--- config.mk ---
export PLATFORM = sky130hd
export DESIGN_NAME = siso_ext_interleaver
export DESIGN_NICKNAME = d
export VERILOG_FILES = /design/src/rtl/siso_ext_interleaver.sv
export SDC_FILE = /design/constraint.sdc
export NUM_CORES = 1
export LEC_CHECK = 0
export ABC_CLOCK_PERIOD_IN_PS = 4800
export CORE_ASPECT_RATIO = 0.8
export CORE_UTILIZATION = 37
export CTS_CLUSTER_SIZE = 40
export DETAILED_ROUTE_END_ITERATION = 7
export RECOVER_POWER = 50
export SYNTH_ARGS = -nofsm -noshare
export SYNTH_HDL_FRONTEND = slang
export SYNTH_SLANG_ARGS = --single-unit
--- constraint.sdc ---
create_clock -name clk_p_i -period 4.8 [get_ports clk_p_i]
set_input_delay 0.48 -clock clk_p_i [delete_from_list [all_inputs] [get_ports clk_p_i]]
set_output_delay 0.48 -clock clk_p_i [all_outputs]
set_load 0.1 [all_outputs]
--- src/rtl/siso_ext_interleaver.sv ---
// Extrinsic former + block interleaver: stores sat(llr - sys - ext_in) per block, replays it in (A*j+B) mod N order.
// Optional EXT_SCALE_EN: 0.75 scaling before saturation plus one write-path register (out_valid one cycle later).
module siso_ext_interleaver #(
    parameter int DATA_SIZE  = 10,
    parameter int INPUT_SIZE = 7,
    parameter int BLOCK_SIZE = 21,
    parameter int INTLV_A    = 5,
    parameter int INTLV_B    = 3
) (
    input  logic                         clk_p_i,
    input  logic                         reset_p_i,
    input  logic                         in_valid_i,
    output logic                         in_ready_o,
    input  logic signed [DATA_SIZE-1:0]  llr_i,
    input  logic signed [INPUT_SIZE-1:0] sys_i,
    input  logic signed [INPUT_SIZE-1:0] ext_i,
    output logic                         out_valid_o,
    input  logic                         out_ready_i,
    output logic signed [INPUT_SIZE-1:0] ext_o,
    output logic                         out_last_o,
    output logic                         block_done_o
);
    localparam int AW = $clog2(BLOCK_SIZE);
    localparam int CW = $clog2(BLOCK_SIZE + 1);
    localparam int RW = DATA_SIZE + 2;
    localparam int PW = RW + 2;
    localparam logic signed [PW-1:0] SAT_HI = PW'((2 ** (INPUT_SIZE - 1)) - 1);
    localparam logic signed [PW-1:0] SAT_LO = PW'(-(2 ** (INPUT_SIZE - 1)));
    localparam logic [AW-1:0] LAST_WR = AW'(BLOCK_SIZE - 1);
    localparam logic [CW-1:0] LAST_RD = CW'(BLOCK_SIZE - 1);
    localparam logic [CW-1:0] N_RD    = CW'(BLOCK_SIZE);
    localparam logic [AW:0]   N_SUM   = (AW + 1)'(BLOCK_SIZE);
    localparam logic [AW:0]   A_SUM   = (AW + 1)'(INTLV_A);
    localparam logic [AW-1:0] B_ADDR  = AW'(INTLV_B);

    typedef enum logic {FILL, DRAIN} state_t;

    state_t                       state_q, state_d;
    logic [AW-1:0]                wr_cnt_q, wr_cnt_d;
    logic [AW-1:0]                rd_addr_q, rd_addr_d;
    logic [CW-1:0]                rd_cnt_q, rd_cnt_d;
    logic                         out_valid_q, out_valid_d;
    logic signed [INPUT_SIZE-1:0] ext_q, ext_d;
    logic                         last_q, last_d;
    logic                         done_q, done_d;
    logic [AW:0]                  rd_sum;
    logic signed [INPUT_SIZE-1:0] mem_q [BLOCK_SIZE];

    logic signed [RW-1:0]         raw;
    logic signed [PW-1:0]         pre;
    logic signed [INPUT_SIZE-1:0] sat;
    logic                         in_hs, in_block;
    logic                         wr_en, wr_last;
    logic [AW-1:0]                wr_addr;
    logic signed [INPUT_SIZE-1:0] wr_dat;

    // Two guard bits: |llr| + |sys| + |ext| cannot overflow DATA_SIZE+2.
    assign raw = RW'(llr_i) - RW'(sys_i) - RW'(ext_i);

`ifdef EXT_SCALE_EN
    logic signed [PW-1:0]         raw3;
    logic                         pv_q, plast_q;
    logic [AW-1:0]                pa_q;
    logic signed [INPUT_SIZE-1:0] pd_q;

    assign raw3 = (PW'(raw) <<< 1) + PW'(raw);
    assign pre  = raw3 >>> 2;

    always_ff @(posedge clk_p_i or posedge reset_p_i) begin
        if (reset_p_i) begin
            pv_q    <= 1'b0;
            plast_q <= 1'b0;
            pa_q    <= '0;
            pd_q    <= '0;
        end else begin
            pv_q    <= in_hs;
            plast_q <= in_hs && (wr_cnt_q == LAST_WR);
            pa_q    <= wr_cnt_q;
            pd_q    <= sat;
        end
    end

    assign wr_en    = pv_q;
    assign wr_last  = plast_q;
    assign wr_addr  = pa_q;
    assign wr_dat   = pd_q;
    // Final sample still in the pipe register: refuse input until it lands.
    assign in_block = pv_q & plast_q;
`else
    assign pre      = PW'(raw);
    assign wr_en    = in_hs;
    assign wr_last  = (wr_cnt_q == LAST_WR);
    assign wr_addr  = wr_cnt_q;
    assign wr_dat   = sat;
    assign in_block = 1'b0;
`endif

    always_comb begin
        if (pre > SAT_HI)      sat = SAT_HI[INPUT_SIZE-1:0];
        else if (pre < SAT_LO) sat = SAT_LO[INPUT_SIZE-1:0];
        else                   sat = pre[INPUT_SIZE-1:0];
    end

    assign in_ready_o = (state_q == FILL) && !in_block;
    assign in_hs      = in_valid_i && in_ready_o;

    always_ff @(posedge clk_p_i) begin
        if (wr_en) mem_q[wr_addr] <= wr_dat;
    end

    always_comb begin
        state_d     = state_q;
        wr_cnt_d    = wr_cnt_q;
        rd_cnt_d    = rd_cnt_q;
        rd_addr_d   = rd_addr_q;
        out_valid_d = out_valid_q;
        ext_d       = ext_q;
        last_d      = last_q;
        done_d      = 1'b0;
        rd_sum      = {1'b0, rd_addr_q} + A_SUM;
        if (in_hs) wr_cnt_d = (wr_cnt_q == LAST_WR) ? '0 : wr_cnt_q + AW'(1);
        case (state_q)
            FILL: begin
                if (wr_en && wr_last) state_d = DRAIN;
            end
            DRAIN: begin
                if (out_valid_q && out_ready_i && last_q) begin
                    state_d     = FILL;
                    out_valid_d = 1'b0;
                    last_d      = 1'b0;
                    done_d      = 1'b1;
                    rd_cnt_d    = '0;
                    rd_addr_d   = B_ADDR;
                end else if ((!out_valid_q || out_ready_i) && (rd_cnt_q < N_RD)) begin
                    out_valid_d = 1'b1;
                    ext_d       = mem_q[rd_addr_q];
                    last_d      = (rd_cnt_q == LAST_RD);
                    rd_cnt_d    = rd_cnt_q + CW'(1);
                    rd_addr_d   = (rd_sum >= N_SUM) ? AW'(rd_sum - N_SUM) : rd_sum[AW-1:0];
                end
            end
            default: state_d = FILL;
        endcase
    end

    always_ff @(posedge clk_p_i or posedge reset_p_i) begin
        if (reset_p_i) begin
            state_q     <= FILL;
            wr_cnt_q    <= '0;
            rd_cnt_q    <= '0;
            rd_addr_q   <= B_ADDR;
            out_valid_q <= 1'b0;
            ext_q       <= '0;
            last_q      <= 1'b0;
            done_q      <= 1'b0;
        end else begin
            state_q     <= state_d;
            wr_cnt_q    <= wr_cnt_d;
            rd_cnt_q    <= rd_cnt_d;
            rd_addr_q   <= rd_addr_d;
            out_valid_q <= out_valid_d;
            ext_q       <= ext_d;
            last_q      <= last_d;
            done_q      <= done_d;
        end
    end

    assign out_valid_o  = out_valid_q;
    assign ext_o        = ext_q;
    assign out_last_o   = last_q;
    assign block_done_o = done_q;
endmodule

* Yosys cells after proc, flatten, opt, wreduce, memory -nomap -nowiden *
Memories as Yosys holds them, arrays and structs flattened. A register that Yosys moved wholly into a read port is not among the register bits.
Cells that the tools add are included.
Widths: inputs -> output; s select.

operators by class
  add/subtract/negate cells = 6
  bitwise gates (word level) = 2
  multiplexer cells = 19
  eq/ne operators = 2
  reductions and logical operators = 10
  magnitude comparators = 4

operator list
  cell                 count
  $mux 5               6
  $mux 7               2
  $gt 12x7->1 const B  1
  $lt 12x7->1 const B  1
  $sub 11x7->12        1
  $sub 10x7->11        1
  $add 5x1->5 const B  2
  $eq 5x5->1 const B   2
  $mux 1               10
  $add 5x3->6 const B  1
  $ge 6x5->1 const B   1
  $logic_and 1x1->1    5
  $lt 5x5->1 const B   1
  $sub 5x5->5 const B  1
  $reduce_and 3->1     1
  $not 1->1            2
  $pmux 1 s2           1
  $reduce_and 2->1     1
  $reduce_bool 2->1    1
  $logic_not 1->1      1
  $logic_or 1x1->1     1

storage, ports and cells
  logic and storage cells = 51
  register bits = 19
  output and inout port bits = 11
  memories kept = 1
  RAM bits = 147
  input port bits = 28

memory list
  name   words  bits a word  rd ports  clocked after Yosys merged registers in  write ports  RTL line  RTL
  mem_q  21     7            1         1                                        1            47        logic signed [INPUT_SIZE-1:0] mem_q [BLOCK_SIZE];

* Depth between registers and ports, before layout *
  depth in word-level cells = 5
  mapped depth = 12
  gate-level depth less buffers = 11

* Least setup slack after synthesis *
No wires, ideal clock.

  path kind = input to register
  from = in sys_i[6]
  to = mem mem_q[0][3] (data pin)
  data required time = 4.411 ns
  path buffers = 1
  stages = 11
  data arrival time = 3.765 ns
  library setup time = 0.389 ns
  path slack = 0.646 ns
  cells stage by stage = inv_1 > fa_1 > ha_1 > buf_6 > a21oi_2 > nor2_1 > or3_1 > o21a_1 > nor4_1 > a21oi_1 > a221oi_1

between the ends
  cells in the longest elaborated chain, start to end = 5
  elaborated cells on any way between the ends = 6
  those cells by class = add/sub: 2; order compare: 2; mux: 2

ends and longest elaborated chain
  what                RTL line  RTL
  start: declaration  15        input logic signed [INPUT_SIZE-1:0] sys_i,
  $sub 10x7->11 (*)   58        assign raw = RW'(llr_i) - RW'(sys_i) - RW'(ext_i);
  $sub 11x7->12 (*)   58
  $lt 12x7->1         100       else if (pre < SAT_LO) sat = SAT_LO[INPUT_SIZE-1:0];
  $mux 7              100
  $mux 7 (*)          99        if (pre > SAT_HI) sat = SAT_HI[INPUT_SIZE-1:0];
  net sat[3]          51        logic signed [INPUT_SIZE-1:0] sat;
  end: declaration    47

Mark *: on every way through the listed nets, which the timed path passes. The rest lies on a longest branch.

* Worst setup path after layout *
  from = in llr_i[4]
  to = mem mem_q[9][0] (data pin)

between the ends
  cells in the longest elaborated chain, start to end = 5
  elaborated cells on any way between the ends = 6
  those cells by class = add/sub: 2; order compare: 2; mux: 2

ends and longest elaborated chain
  what                RTL line  RTL
  start: declaration  14        input logic signed [DATA_SIZE-1:0] llr_i,
  $sub 10x7->11 (*)   58
  $sub 11x7->12 (*)   58
  $lt 12x7->1         100
  $mux 7              100
  $mux 7 (*)          99
  net sat[0]          51

Marks and branches as above.

==> flow_summary.json <==
{
  "post-cts-setup-buffers": 0,
  "ir_worst_vdd_mv": 0.305,
  "ios": 39,
  "clockBufferDepth": 2,
  "ys_top_cells_by_count": "edfxtp_1, mux4_2, nand2_1, nor2_1, inv_1",
  "clock_latency_ps": 430,
  "failed_checks": "capacitance limit, slew limit",
  "grt_pass1_vias": 4737,
  "clkTransAtPathRegs_ps": 60,
  "routed_wl_um": 18300,
  "synth.avg_cell_area_um2": 15.0,
  "synthArstFlopShare": 0.150,
  "rsz0062_at_grt": "no",
  "dr.pass1.iters": 5,
  "grt_pass1_wl_um": 27900,
  "ys_ff_latch": 173,
  "status": "finished, violations left",
  "fin_crit_ps": 4450,
  "cp.required_ps": 4840,
  "drcViolationCount": 0,
  "fin_nets": 649,
  "ys_types": 57,
  "synthFlopType": "edfxtp_1",
  "cts_tree": "built",
  "num_rows": 47,
  "antenna_found_initial": 0,
  "fin_crit_sh": 0.928,
  "grtUsageTotal": 0.173,
  "drive_gt1_frac": 0.158,
  "setup_violations": 0,
  "hold_path.class": "register to register",
  "fmax_mhz": 225,
  "dieArea_um2": 22400,
  "worstMarginPinSlew_ps": 1700,
  "drtIter0Drc": 428,
  "ctsHoldBuffers": 0,
  "cts_resized": 0,
  "post_drt_wl_per_cell_um": 21.0,
  "cts.root.buffer_cell": "clkbuf_16",
  "leakage_nw": 3.31,
  "grt_max_degree": 30,
  "clock_skew_ps": 8.31,
  "synth_cells": 537,
  "syn_area_um2": 8060,
  "start_util": 0.384,
  "cp.arrival_ps": 4500,
  "port_buffers": 38,
  "slew_headroom": -0.132,
  "cts_made_buffers": 17,
  "critPathKind": "input port to register",
  "synth_top_area_share": 0.547,
  "crit_path_end_kind": "register",
  "fill_cells": 1825,
  "h-tree-depth": 4,
  "synth_nets": 596,
  "die_h_um": 134,
  "gp_congestion": 0.827,
  "cap_violations": 1,
  "post-route-util": 0.447,
  "synthToLayoutAreaGrowth_pct": 16.3,
  "die_w_um": 167,
  "routed-via-count": 4745,
  "ant_nets": 0,
  "hold_viol": 0,
  "grt_overflow_total": 0,
  "powerDensity_nw_per_um2": 544,
  "ys_top_cells_by_area": "edfxtp_1, mux4_2, dfrtp_1, ha_1, fa_1",
  "place_area_um2": 8820,
  "cts_num_sinks": 173,
  "vias_per_cell": 5.44,
  "synth_top_area_cell": "edfxtp_1",
  "drv_slew": 26,
  "yosysMostFrequentCell": "edfxtp_1",
  "ys_seq_area_frac": 0.628,
  "final_area_um2": 9380,
  "start_kind": "input port",
  "num_antenna_cells": 0,
  "crit_fanout": 21,
  "synth_edf_count": 147,
  "yosysWarnings": 0,
  "dp_hpwl_um": 12100,
  "core-area_um2": 21000
}
==> state kept, by name, indices dropped and copies added, names as in the netlist <==
register      flops
out_valid_o       1
rd_addr_q         5
rd_cnt_q          5
ext_o             7
block_done_o      1
out_last_o        1
state_q           1
wr_addr           5
mem_q           147
==> power breakdown <==
group          internal (W)  switching, W
Clock              0.000716      0.000578
Sequential          0.00188      0.000226
Combinational      0.000731      0.000974
==> per-layer routing <==
metal  part of all wire  up-vias  global-route usage
met2               0.48      154               0.279
met1               0.44     2410               0.232
met5                  0        -                   0
met4             0.0087        0              0.0504
met3              0.073       16              0.0431
li1                   -     2165                   -
==> stage by stage <==
step                worst slack (ps)  hold slack (ps)  setup TNS, ps  total power, W  instances
global placement                 119              472              0         0.00382        839
detailed placement              -147              478          -6130         0.00386        839
floorplan                        646              503              0         0.00334        537
finish                           347              480              0         0.00510        872
global route                     120              507              0         0.00535        872
CTS                              272              492              0         0.00515        871
==> worst max-delay path, stage by stage <==
cell and delay, ps:
clkdlybuf4s50_1 460, inv_1 50, fa_1 550, inv_1 50, ha_1 360, a21oi_1 220
nor3_1 70, or3_1 340, o21a_1 200, or2_0 230, o41a_1 450, o21bai_1 1030
==> cells by family (layout without fill, tap and decap cells) <==
kind of cell,count (synthesis),count (layout),share of synthesized area
DFF,173,173,0.628
AOI/OAI and AO/OA,91,91,0.0739
adders and majority gates,31,31,0.0574
and+or+nand+nor,125,125,0.0726
buffers and inverters,56,122,0.0282
xor gates and xnor gates,10,10,0.0109
muxes,51,51,0.129
==> worst paths after layout <==
kind	start	end	slack, ps	cells after the start
max in group asynchronous	reset_p_i	wr_addr[0]	3410	2
worst min register to register	ext_o[0]	ext_o[0]	480	2
worst min-delay path	ext_o[0]	ext_o[0]	480	2
worst max register to register	rd_addr_q[0]	ext_o[4]	880	5
min in group asynchronous	reset_p_i	ext_o[4]	760	2
worst max-delay path	llr_i[4]	mem_q[9][0]	350	12
==> layout make-up <==
class / instances / area (um^2) / share of cell area
clock buffer: 19 / 433 / 0.0462
clock inverter: 13 / 116 / 0.0124
inverter: 33 / 124 / 0.0132
multi-input combinational: 308 / 2790 / 0.297
sequential: 173 / 5070 / 0.540
tap: 269 / 337 / 0.0359
timing repair buffer: 57 / 515 / 0.0550
==> layout by cell type (no fill, tap or decap), drive strengths merged, types with 15 or more instances in the layout <==
cell | Yosys | layout
buf | 12 | 17
dfrtp | 24 | 24
edfxtp | 147 | 147
clkdlybuf4s50 | 0 | 24
inv | 33 | 37
nor2 | 39 | 39
nand2 | 39 | 39
o21ai | 34 | 34
a21oi | 15 | 15
ha | 21 | 21
mux4 | 42 | 42
clkbuf | 11 | 21
No activity file was read; power rests on OpenSTA's default activity.
